<file path="config.mk">
export PLATFORM = sky130hd
export DESIGN_NAME = load_store_unit
export DESIGN_NICKNAME = d
export VERILOG_FILES = /design/src/rtl/load_store_unit.sv
export SDC_FILE = /design/constraint.sdc
export NUM_CORES = 1
export LEC_CHECK = 0
export CORE_ASPECT_RATIO = 0.8
export CORE_MARGIN = 5
export CORE_UTILIZATION = 30
export CTS_CLUSTER_DIAMETER = 30
export CTS_CLUSTER_SIZE = 10
export DETAILED_ROUTE_END_ITERATION = 7
export GPL_TIMING_DRIVEN = 0
export PLACE_DENSITY = 0.63
export SYNTH_ARGS = -nofsm -noshare
export SYNTH_HDL_FRONTEND = slang
export SYNTH_SLANG_ARGS = --single-unit
</file>
<file path="constraint.sdc">
create_clock -name clk -period 1.6 [get_ports clk]
set_clock_uncertainty 0.05 [all_clocks]
set_input_delay 0.24 -clock clk [delete_from_list [all_inputs] [get_ports clk]]
set_output_delay 0.24 -clock clk [all_outputs]
set_load 0.03 [all_outputs]
</file>
<file path="src/rtl/load_store_unit.sv">
// Data-memory access stage: one ready-handshaked bus transaction per command,
// lane steering for byte/half/word stores and extension of load results.
module load_store_unit #(
  parameter int DATA_WIDTH = 32
) (
  input  logic                  clk,
  input  logic                  rst,
  input  logic                  start,
  input  logic                  mem_we,
  input  logic [1:0]            mem_size,
  input  logic                  mem_sign,
  input  logic [DATA_WIDTH-1:0] addr,
  input  logic [DATA_WIDTH-1:0] wdata,
  output logic [DATA_WIDTH-1:0] mem_rdata,
  output logic                  busy,
  output logic                  done,
  output logic                  misaligned,
  output logic                  bus_req,
  output logic                  bus_we,
  output logic [DATA_WIDTH-1:0] bus_addr,
  output logic [3:0]            bus_be,
  output logic [DATA_WIDTH-1:0] bus_wdata,
  input  logic [DATA_WIDTH-1:0] bus_rdata,
  input  logic                  bus_ready
);

  typedef enum logic [1:0] {IDLE, REQ, DONE, ERR} state_t;

  state_t     state;
  logic [1:0] size_q;
  logic       sign_q;
  logic [1:0] off_q;
  logic       we_q;

  // Decode of the incoming command, consumed only when start is accepted.
  logic        is_half;
  logic        is_word;
  logic        cmd_misaligned;
  logic [3:0]  cmd_be;
  logic [31:0] cmd_wdata;

  always_comb begin
    is_half        = (mem_size == 2'b01);
    is_word        = mem_size[1];
    cmd_misaligned = (is_half && addr[0]) || (is_word && (addr[1:0] != 2'b00));
    cmd_be         = 4'b0001 << addr[1:0];
    cmd_wdata      = {4{wdata[7:0]}};
    if (is_word) begin
      cmd_be    = 4'b1111;
      cmd_wdata = wdata;
    end else if (is_half) begin
      cmd_be    = 4'b0011 << {addr[1], 1'b0};
      cmd_wdata = {2{wdata[15:0]}};
    end
  end

  // Load extraction works from the latched command so late input changes are harmless.
  logic [7:0]  ld_byte;
  logic [15:0] ld_half;
  logic [31:0] ld_value;

  always_comb begin
    case (off_q)
      2'd0:    ld_byte = bus_rdata[7:0];
      2'd1:    ld_byte = bus_rdata[15:8];
      2'd2:    ld_byte = bus_rdata[23:16];
      default: ld_byte = bus_rdata[31:24];
    endcase
    ld_half = off_q[1] ? bus_rdata[31:16] : bus_rdata[15:0];
    if (size_q[1])
      ld_value = bus_rdata;
    else if (size_q == 2'b01)
      ld_value = {{16{sign_q & ld_half[15]}}, ld_half};
    else
      ld_value = {{24{sign_q & ld_byte[7]}}, ld_byte};
  end

  always_ff @(posedge clk) begin
    if (rst) begin
      state      <= IDLE;
      size_q     <= 2'b00;
      sign_q     <= 1'b0;
      off_q      <= 2'b00;
      we_q       <= 1'b0;
      mem_rdata  <= '0;
      busy       <= 1'b0;
      done       <= 1'b0;
      misaligned <= 1'b0;
      bus_req    <= 1'b0;
      bus_we     <= 1'b0;
      bus_addr   <= '0;
      bus_be     <= 4'b0000;
      bus_wdata  <= '0;
    end else begin
      case (state)
        IDLE: begin
          done       <= 1'b0;
          misaligned <= 1'b0;
          if (start) begin
            size_q <= mem_size;
            sign_q <= mem_sign;
            off_q  <= addr[1:0];
            we_q   <= mem_we;
            busy   <= 1'b1;
            if (cmd_misaligned) begin
              state      <= ERR;
              done       <= 1'b1;
              misaligned <= 1'b1;
            end else begin
              state     <= REQ;
              bus_req   <= 1'b1;
              bus_we    <= mem_we;
              bus_addr  <= {addr[31:2], 2'b00};
              bus_be    <= cmd_be;
              bus_wdata <= cmd_wdata;
            end
          end
        end
        REQ: begin
          if (bus_ready) begin
            state   <= DONE;
            bus_req <= 1'b0;
            bus_we  <= 1'b0;
            done    <= 1'b1;
            if (!we_q)
              mem_rdata <= ld_value;
          end
        end
        DONE, ERR: begin
          state      <= IDLE;
          done       <= 1'b0;
          misaligned <= 1'b0;
          busy       <= 1'b0;
        end
        default: state <= IDLE;
      endcase
    end
  end

endmodule

</file>
Word level (Yosys, flattened, before mapping). Index checks and enable logic that the tools add are counted. Widths: inputs -> output; s select.

Shift-type cells: 2. Multiplexer cells: 26. Equality and inequality tests: 10. Bitwise logic cells: 4. Reductions and logical operators: 15.

Operators by type and width (number): $mux 32 (4); $pmux 8 s3 (1); $mux 16 (1); $mux 1 (9); $eq 2x1->1 const B (4); $mux 4 (2); $pmux 1 s2 (4); $eq 2x2->1 const B (3); $mux 2 (3); $ne 2x2->1 const B (3); $pmux 2 s3 (1); $reduce_and 2->1 (3); $reduce_and 3->1 (2); $reduce_bool 2->1 (3); $logic_not 2->1 (2); $reduce_and 4->1 (1); $shl 1x2->4 const A (1); $shl 2x2->4 const A (1); $pmux 1 s3 (1); $and 1x1->1 (2); $logic_and 1x1->1 (2); $not 1->1 (2); $reduce_or 2->1 (1); $logic_or 1x1->1 (1).

Bits of input ports: 104. Flip-flop bits (word level): 111.

Logic depth before layout (Yosys ltp). Gate-level depths: netlist of the first run.

Depth after elaboration: 6. Depth in mapped cells: 8.

Worst setup path after synthesis of the first run. Ideal clock, no wire load.

Path kind: flip-flop to flip-flop. Start: register state[0]. End: register mem_rdata[16]. Arrival: 1409 ps. Library setup time: 134 ps. Cell stages (with the launch flop): 7. Slack: 7 ps. Path buffers: 2. Required time: 1416 ps. Path through: dfxtp_1 -> nand2_1 -> or3_1 -> buf_2 -> a31oi_4 -> buf_6 -> a211oi_1.

Word-level cells in the longest chain between the ends: 2.

RTL lines: from (decl) (RTL line 29) `state_t state;`; from (signal assigned) (RTL line 80) `state <= IDLE;`; from (signal assigned) (RTL line 106) `state <= ERR;`; from (signal assigned) (RTL line 110) `state <= REQ;`; $eq 2x1->1 (RTL line 95) `case (state)`; $reduce_and 3->1 (no source line); to (signal assigned) (RTL line 126) `mem_rdata <= ld_value;`; to (decl) (RTL line 14) `output logic [DATA_WIDTH-1:0] mem_rdata,`.

Every way passes these cells. A chain may end at the register's enable or synchronous reset.

Worst setup path in the final report of the first run.
Start: register state[0]. End: register bus_addr[13].

Word-level cells in the longest chain between the ends: 2.

RTL lines: $logic_not 2->1 (RTL line 95); $reduce_and 3->1 (no source line); to (signal assigned) (RTL line 113) `bus_addr <= {addr[31:2], 2'b00};`; to (decl) (RTL line 20) `output logic [DATA_WIDTH-1:0] bus_addr,`.

Every way passes these cells.

==> flow_summary.yaml, run 1 <==
cts:
  clkSinkCount: 111
  cts.clk_slew.worst_paths_ns: 0.08
  root_buffer: "clkbuf_16"
  tritoncts: "built"
  clock_latency_ns: 0.36
  h-tree-depth: 3
  clk_path_buf_depth: 2
  numCtsBuffers: 9
status:
  status: "finished with violations"
  violations: "setup timing"
place:
  dp_hpwl_um: 14500
  dp.cells: 1013
  numPortBuffers: 204
  gp_congestion: 0.842
synthesis:
  synth_edf_count: 0
  synth_top_area_cell: "dfxtp_1"
  synth-main-ff-cell: "dfxtp_1"
  ys_warn_count: 0
  ys_top_cells_by_area: "dfxtp_1 46%, nand2_1 11%, a21oi_1 6.8%"
  netlist_instances: 593
  synthArstFlopShare_pct: 0
  synth_area_mm2: 0.00484
  ys_types: 37
  synth_top_area_share_pct: 45.9
  avgSynthCellArea_um2: 8.16
  ys_ff_latch: 111
  seq_area_frac_synth_pct: 45.9
cells_and_area:
  multi_input_area_mm2: 0.00282
  regArea_mm2: 0.00223
  utilization_pct: 52.8
  layout_commonest_cell: "nand2_1"
  final_nets: 942
  instances_no_fill: 1058
  nFillCells: 1527
  areaGrowthSynthToFinish_pct: 72.6
  mostFrequentLayoutCells: "108 x nand2_1, 107 x dfxtp_1, 106 x dlygate4sd2_1"
  antenna_cells: 0
  post_route_cells_drive_above_1_share_pct: 21.7
route:
  drtIter0Drc: 368
  ant_nets: 0
  viasPerCell: 4.92
  vias: 5209
  drt-pass1-iter-count: 5
  drc: 0
  routed_wl_um: 19800
  wl_per_cell_um: 18.7
timing:
  slew-limit-headroom_pct: 51.7
  tightest_slew_ns: 0.725
  layout_setup_ws_ns: -0.0988
  fmax_ghz: 0.589
  hold_viol: 0
  slew_violations: 0
  fin_crit_ns: 1.70
  rsz0062_at_grt: "yes"
  setup_violations: 60
  period_share_pct: 106
grt:
  antenna_found_initial: 0
  grtUsageTotal_pct: 19.5
  grt_pass1_wl_um: 28600
  grt_overflow_total: 0
  grt_pass1_vias: 4948
  grt_max_degree: 21
worst_hold_path:
  hold_class: "primary input to flop"
  hold-path-cell-count: 3
worst_setup_path:
  cpLargestDelayFamily: "simple AND/OR/NAND/NOR gates"
  cp_common_cell: "buf_12"
  critPathArrivalTime_ns: 1.94
  r2r_cells: 7
  cp_max_fo: 7
  cp_cell_sequence: "or3b_4 -> a21oi_4 -> buf_12 -> buf_12 -> clkbuf_16 -> nand2_4 -> a21oi_2"
  path_depth: 7
  cpPeakStageDelay_ns: 0.41
  setup.worst_path.class: "flop to flop"
  critPathLaunchType: "flop"
  critPathSlowestCell: "or3b_4"
  end_kind: "flop"
  cp.required_ns: 1.84
  crit_buf_inv: 3
power_and_ir_drop:
  power.total_w: 0.00758
  power.density_mw_per_mm2: 907
  ir_drop_mv: 0.500
  p_leak_nw: 3.54
die:
  core_region_area_mm2: 0.0158
  die_h_um: 124
  io_pins: 209
  die_area_mm2: 0.0188
  row_count: 41
  dieWidth_um: 152
  start_util_pct: 30.6
run:
  drv_cap: 0
synth_stat cells (2+ instances only):
cell and count:
a211oi_1 39, a21oi_1 66, a22oi_1 7, a311oi_1 15
buf_2 19, buf_4 6, clkbuf_1 25, dfxtp_1 111
mux2i_1 31, nand2_1 136, nand2b_1 9, nor2_1 68
nor2b_1 2, nor3b_1 4, nor4bb_1 7, o21ai_0 21
o22a_1 6, or3_1 2
flip-flops by register name (all words and copies together) (netlist names), 2 cells and up:
| signal | flops |
|---|---|
| bus_addr | 30 |
| bus_be | 4 |
| bus_wdata | 32 |
| mem_rdata | 32 |
| off_q | 2 |
| size_q | 2 |
| state | 2 |
cell type report:
class	count	area share, %
flip-flops and latches	111	26.8
plain buffers	49	4.56
repair buffers	235	27.9
clock buffers	9	2.70
inverters	2	0.105
clock inverters	7	1.03
well taps	215	3.22
multi-input cells	430	33.8
through the flow:
stage	cell area, µm²	setup slack [ns]	TNS (ns)	hold slack [ns]
2_1_floorplan	4840	0.00654	0	0.307
3_3_place_gp	7150	-0.605	-53.20	0.392
3_5_place_dp	7150	-0.632	-55.49	0.397
4_1_cts	7840	-0.107	-2.35	0.276
5_1_grt	8350	-0.146	-5.82	0.263
6_report	8350	-0.0988	-2.38	0.234
repair_timing:
item	CTS	global route
gates cloned	6	3
pin swaps	19	44
gates resized for setup	187	116
hold buffers	0	0
setup endpoints to repair	203	99
buffers inserted	15	10
logic make-up (layout without fill, tap and decap cells):
family | after synthesis | after routing | share of synthesized area (%)
mux | 32 | 32 | 6.65
compound gates | 163 | 163 | 21.8
other cells | 1 | 2 | 0.0775
simple gates | 233 | 233 | 20.3
flops | 111 | 111 | 45.9
buf+inv | 53 | 302 | 5.22
worst paths after layout:
check / start / endpoint / slack, ns
worst max-delay path: state[0] / bus_addr[13] / -0.1
worst min-delay path: addr[1] / off_q[1] / 0.23
worst max register to register: state[0] / bus_addr[13] / -0.1
worst min register to register: bus_wdata[3] / bus_wdata[3] / 0.41
routing by layer:
metal | GRT usage [%] | vias up | wire length, µm
li1 | - | 2556 | -
met1 | 27.8 | 2459 | 9340
met2 | 28.7 | 162 | 8850
met3 | 4.55 | 32 | 1110
met4 | 7.24 | 0 | 519
met5 | 0 | - | 0
worst register-to-register path, cell delays in order, from the launching register on:
cell and delay, ns:
dfxtp_4 0.36, or3b_4 0.41, a21oi_4 0.17, buf_12 0.16
buf_12 0.13, clkbuf_16 0.16, nand2_4 0.06, a21oi_2 0.13
power breakdown:
group | internal (W) | switching [W]
combinational | 0.000931 | 0.00117
sequential | 0.00295 | 0.000117
clock | 0.00126 | 0.00115
total | 0.00514 | 0.00244
(Power assumes the default switching activity.)
==> run 2: changes to the inputs <==
Settings changed: CORE_MARGIN 5 to 2, TNS_END_PERCENT set to 10.
==> flow_summary.yaml, run 2 (synthesis results as in run 1) <==
timing:
  slew-limit-headroom_pct: 52.7
  fmax_ghz: 0.599
  tightest_slew_ns: 0.709
  period_share_pct: 104
  layout_setup_ws_ns: -0.0697
  fin_crit_ns: 1.67
  slew_violations: 0
  rsz0062_at_grt: "yes"
  setup_violations: 10
  hold_viol: 0
grt:
  grt_max_degree: 21
  grt_pass1_wl_um: 27600
  grt_overflow_total: 0
  antenna_found_initial: 0
  grt_pass1_vias: 4721
  grtUsageTotal_pct: 20.4
worst_setup_path:
  critPathLaunchType: "flop"
  cpPeakStageDelay_ns: 0.39
  r2r_cells: 7
  end_kind: "flop"
  r2r-end: "mem_rdata[20]"
  r2r_setup_slack_ns: -0.07
  cp.required_ns: 1.75
  critPathArrivalTime_ns: 1.82
  setup.worst_path.class: "flop to flop"
  cp_cell_sequence: "nand2_4 -> or3_1 -> buf_6 -> a31oi_4 -> buf_12 -> buf_8 -> a211oi_1"
  crit_start: "state[0]"
  cp_max_fo: 6
  regToRegStartpoint: "state[0]"
  critPathCapture: "mem_rdata[20]"
  critPathSlowestCell: "dfxtp_4"
cells_and_area:
  instances_no_fill: 1045
  mostFrequentLayoutCells: "135 x nand2_1, 107 x dlygate4sd2_1, 106 x dfxtp_1"
  layout_commonest_cell: "nand2_1"
  top_regs: "bus_wdata (32), mem_rdata (32), bus_addr (30)"
  areaGrowthSynthToFinish_pct: 59.9
  post_route_cells_drive_above_1_share_pct: 12.0
  nFillCells: 1575
  final_nets: 929
  antenna_cells: 0
cts:
  h-tree-depth: 3
  cts.clk_slew.worst_paths_ns: 0.08
  root_buffer: "clkbuf_16"
  clkSinkCount: 111
  numCtsBuffers: 9
  tritoncts: "built"
  clock_latency_ns: 0.35
  clk_path_buf_depth: 2
die:
  row_count: 41
  start_util_pct: 30.7
  core_region_area_mm2: 0.0157
  die_area_mm2: 0.0172
  io_pins: 209
  die_h_um: 118
  dieWidth_um: 146
place:
  dp_hpwl_um: 13600
  numPortBuffers: 204
  place_ws_ns: -0.645
  gp_congestion: 0.869
  dp.cells: 1013
worst_hold_path:
  hold_class: "primary input to flop"
  hold-path-cell-count: 3
status:
  violations: "setup timing"
  status: "finished with violations"
power_and_ir_drop:
  ir_drop_mv: 0.493
  power.total_w: 0.00727
  power.density_mw_per_mm2: 940
  p_leak_nw: 3.27
route:
  drtIter0Drc: 275
  ant_nets: 0
  drt-pass1-iter-count: 5
  vias: 5039
  drc: 0
  viasPerCell: 4.82
  wl_per_cell_um: 17.4
  routed_wl_um: 18200
run:
  drv_cap: 0
[run 2: changes by cell type in the layout (fill, tap and decap cells not counted), moves of 3 or more]
cell,delta
nor2_2,-5
buf_12,-5
nor2_4,-5
buf_6,+8
nand2_2,-13
buf_8,-9
a21oi_2,-27
nand2_4,-14
a21oi_1,+28
nand2_1,+27
clkbuf_16,-3
nor2_1,+10
[run 2: worst min-delay path by stage]
stage	from	end	slack (ns)
5_1_grt	start	state[0]	0.32
3_5_place_dp	bus_wdata[29]	bus_wdata[29]	0.40
4_1_cts	start	state[0]	0.28
3_3_place_gp	bus_addr[25]	bus_addr[25]	0.39
2_1_floorplan	bus_ready	state[0]	0.31
6_report	start	state[0]	0.29
[run 2: worst max-delay path: cells and delay by family (launching register included)]
kind	cells	cell delay, ns
AO/OA/AOI/OAI	2	0.29
buffers and inverters	3	0.41
flip-flops	1	0.39
AND/OR/NAND/NOR	2	0.37
[run 2: final cells by class]
type / count / area (µm²) / area share, %
inverters: 2 / 11.3 / 0.146
clock inverters: 7 / 86.3 / 1.12
repair buffers: 221 / 2060 / 26.7
well taps: 215 / 269 / 3.48
flip-flops and latches: 111 / 2240 / 28.9
plain buffers: 50 / 369 / 4.77
clock buffers: 9 / 225 / 2.91
multi-input cells: 430 / 2470 / 32.0
[run 2: what timing repair did]
item	in CTS	in global routing
endpoints found under the setup margin	203	99
hold buffers	0	0
pin swaps	3	20
setup buffers	14	2
cloned	1	0
resized for setup	153	45
[run 2: routing by layer]
| metal | share of wire [%] | vias up | global-route usage, % | wire length [µm] |
|---|---|---|---|---|
| li1 | - | 2523 | - | - |
| met1 | 50 | 2340 | 30.2 | 9170 |
| met2 | 43 | 154 | 29.7 | 7800 |
| met3 | 4.8 | 22 | 3.88 | 867 |
| met4 | 1.9 | 0 | 6.68 | 342 |
| met5 | 0 | - | 0 | 0 |
[run 2: metrics by stage]
stage	util [%]	hold slack (ns)	TNS (ns)	cell area, µm²
global route	49.1	0.320	-1.52	7730
global placement	45.4	0.391	-53.37	7150
CTS	48.1	0.281	-0.802	7580
finish	49.1	0.287	-0.492	7730
floorplan	-	0.307	0	4840
detailed placement	45.4	0.397	-54.65	7150
[run 2: where the power goes]
part / internal (W) / switching [W]
logic: 0.000786 / 0.00105
clock network: 0.00125 / 0.00113
registers: 0.00295 / 0.000111
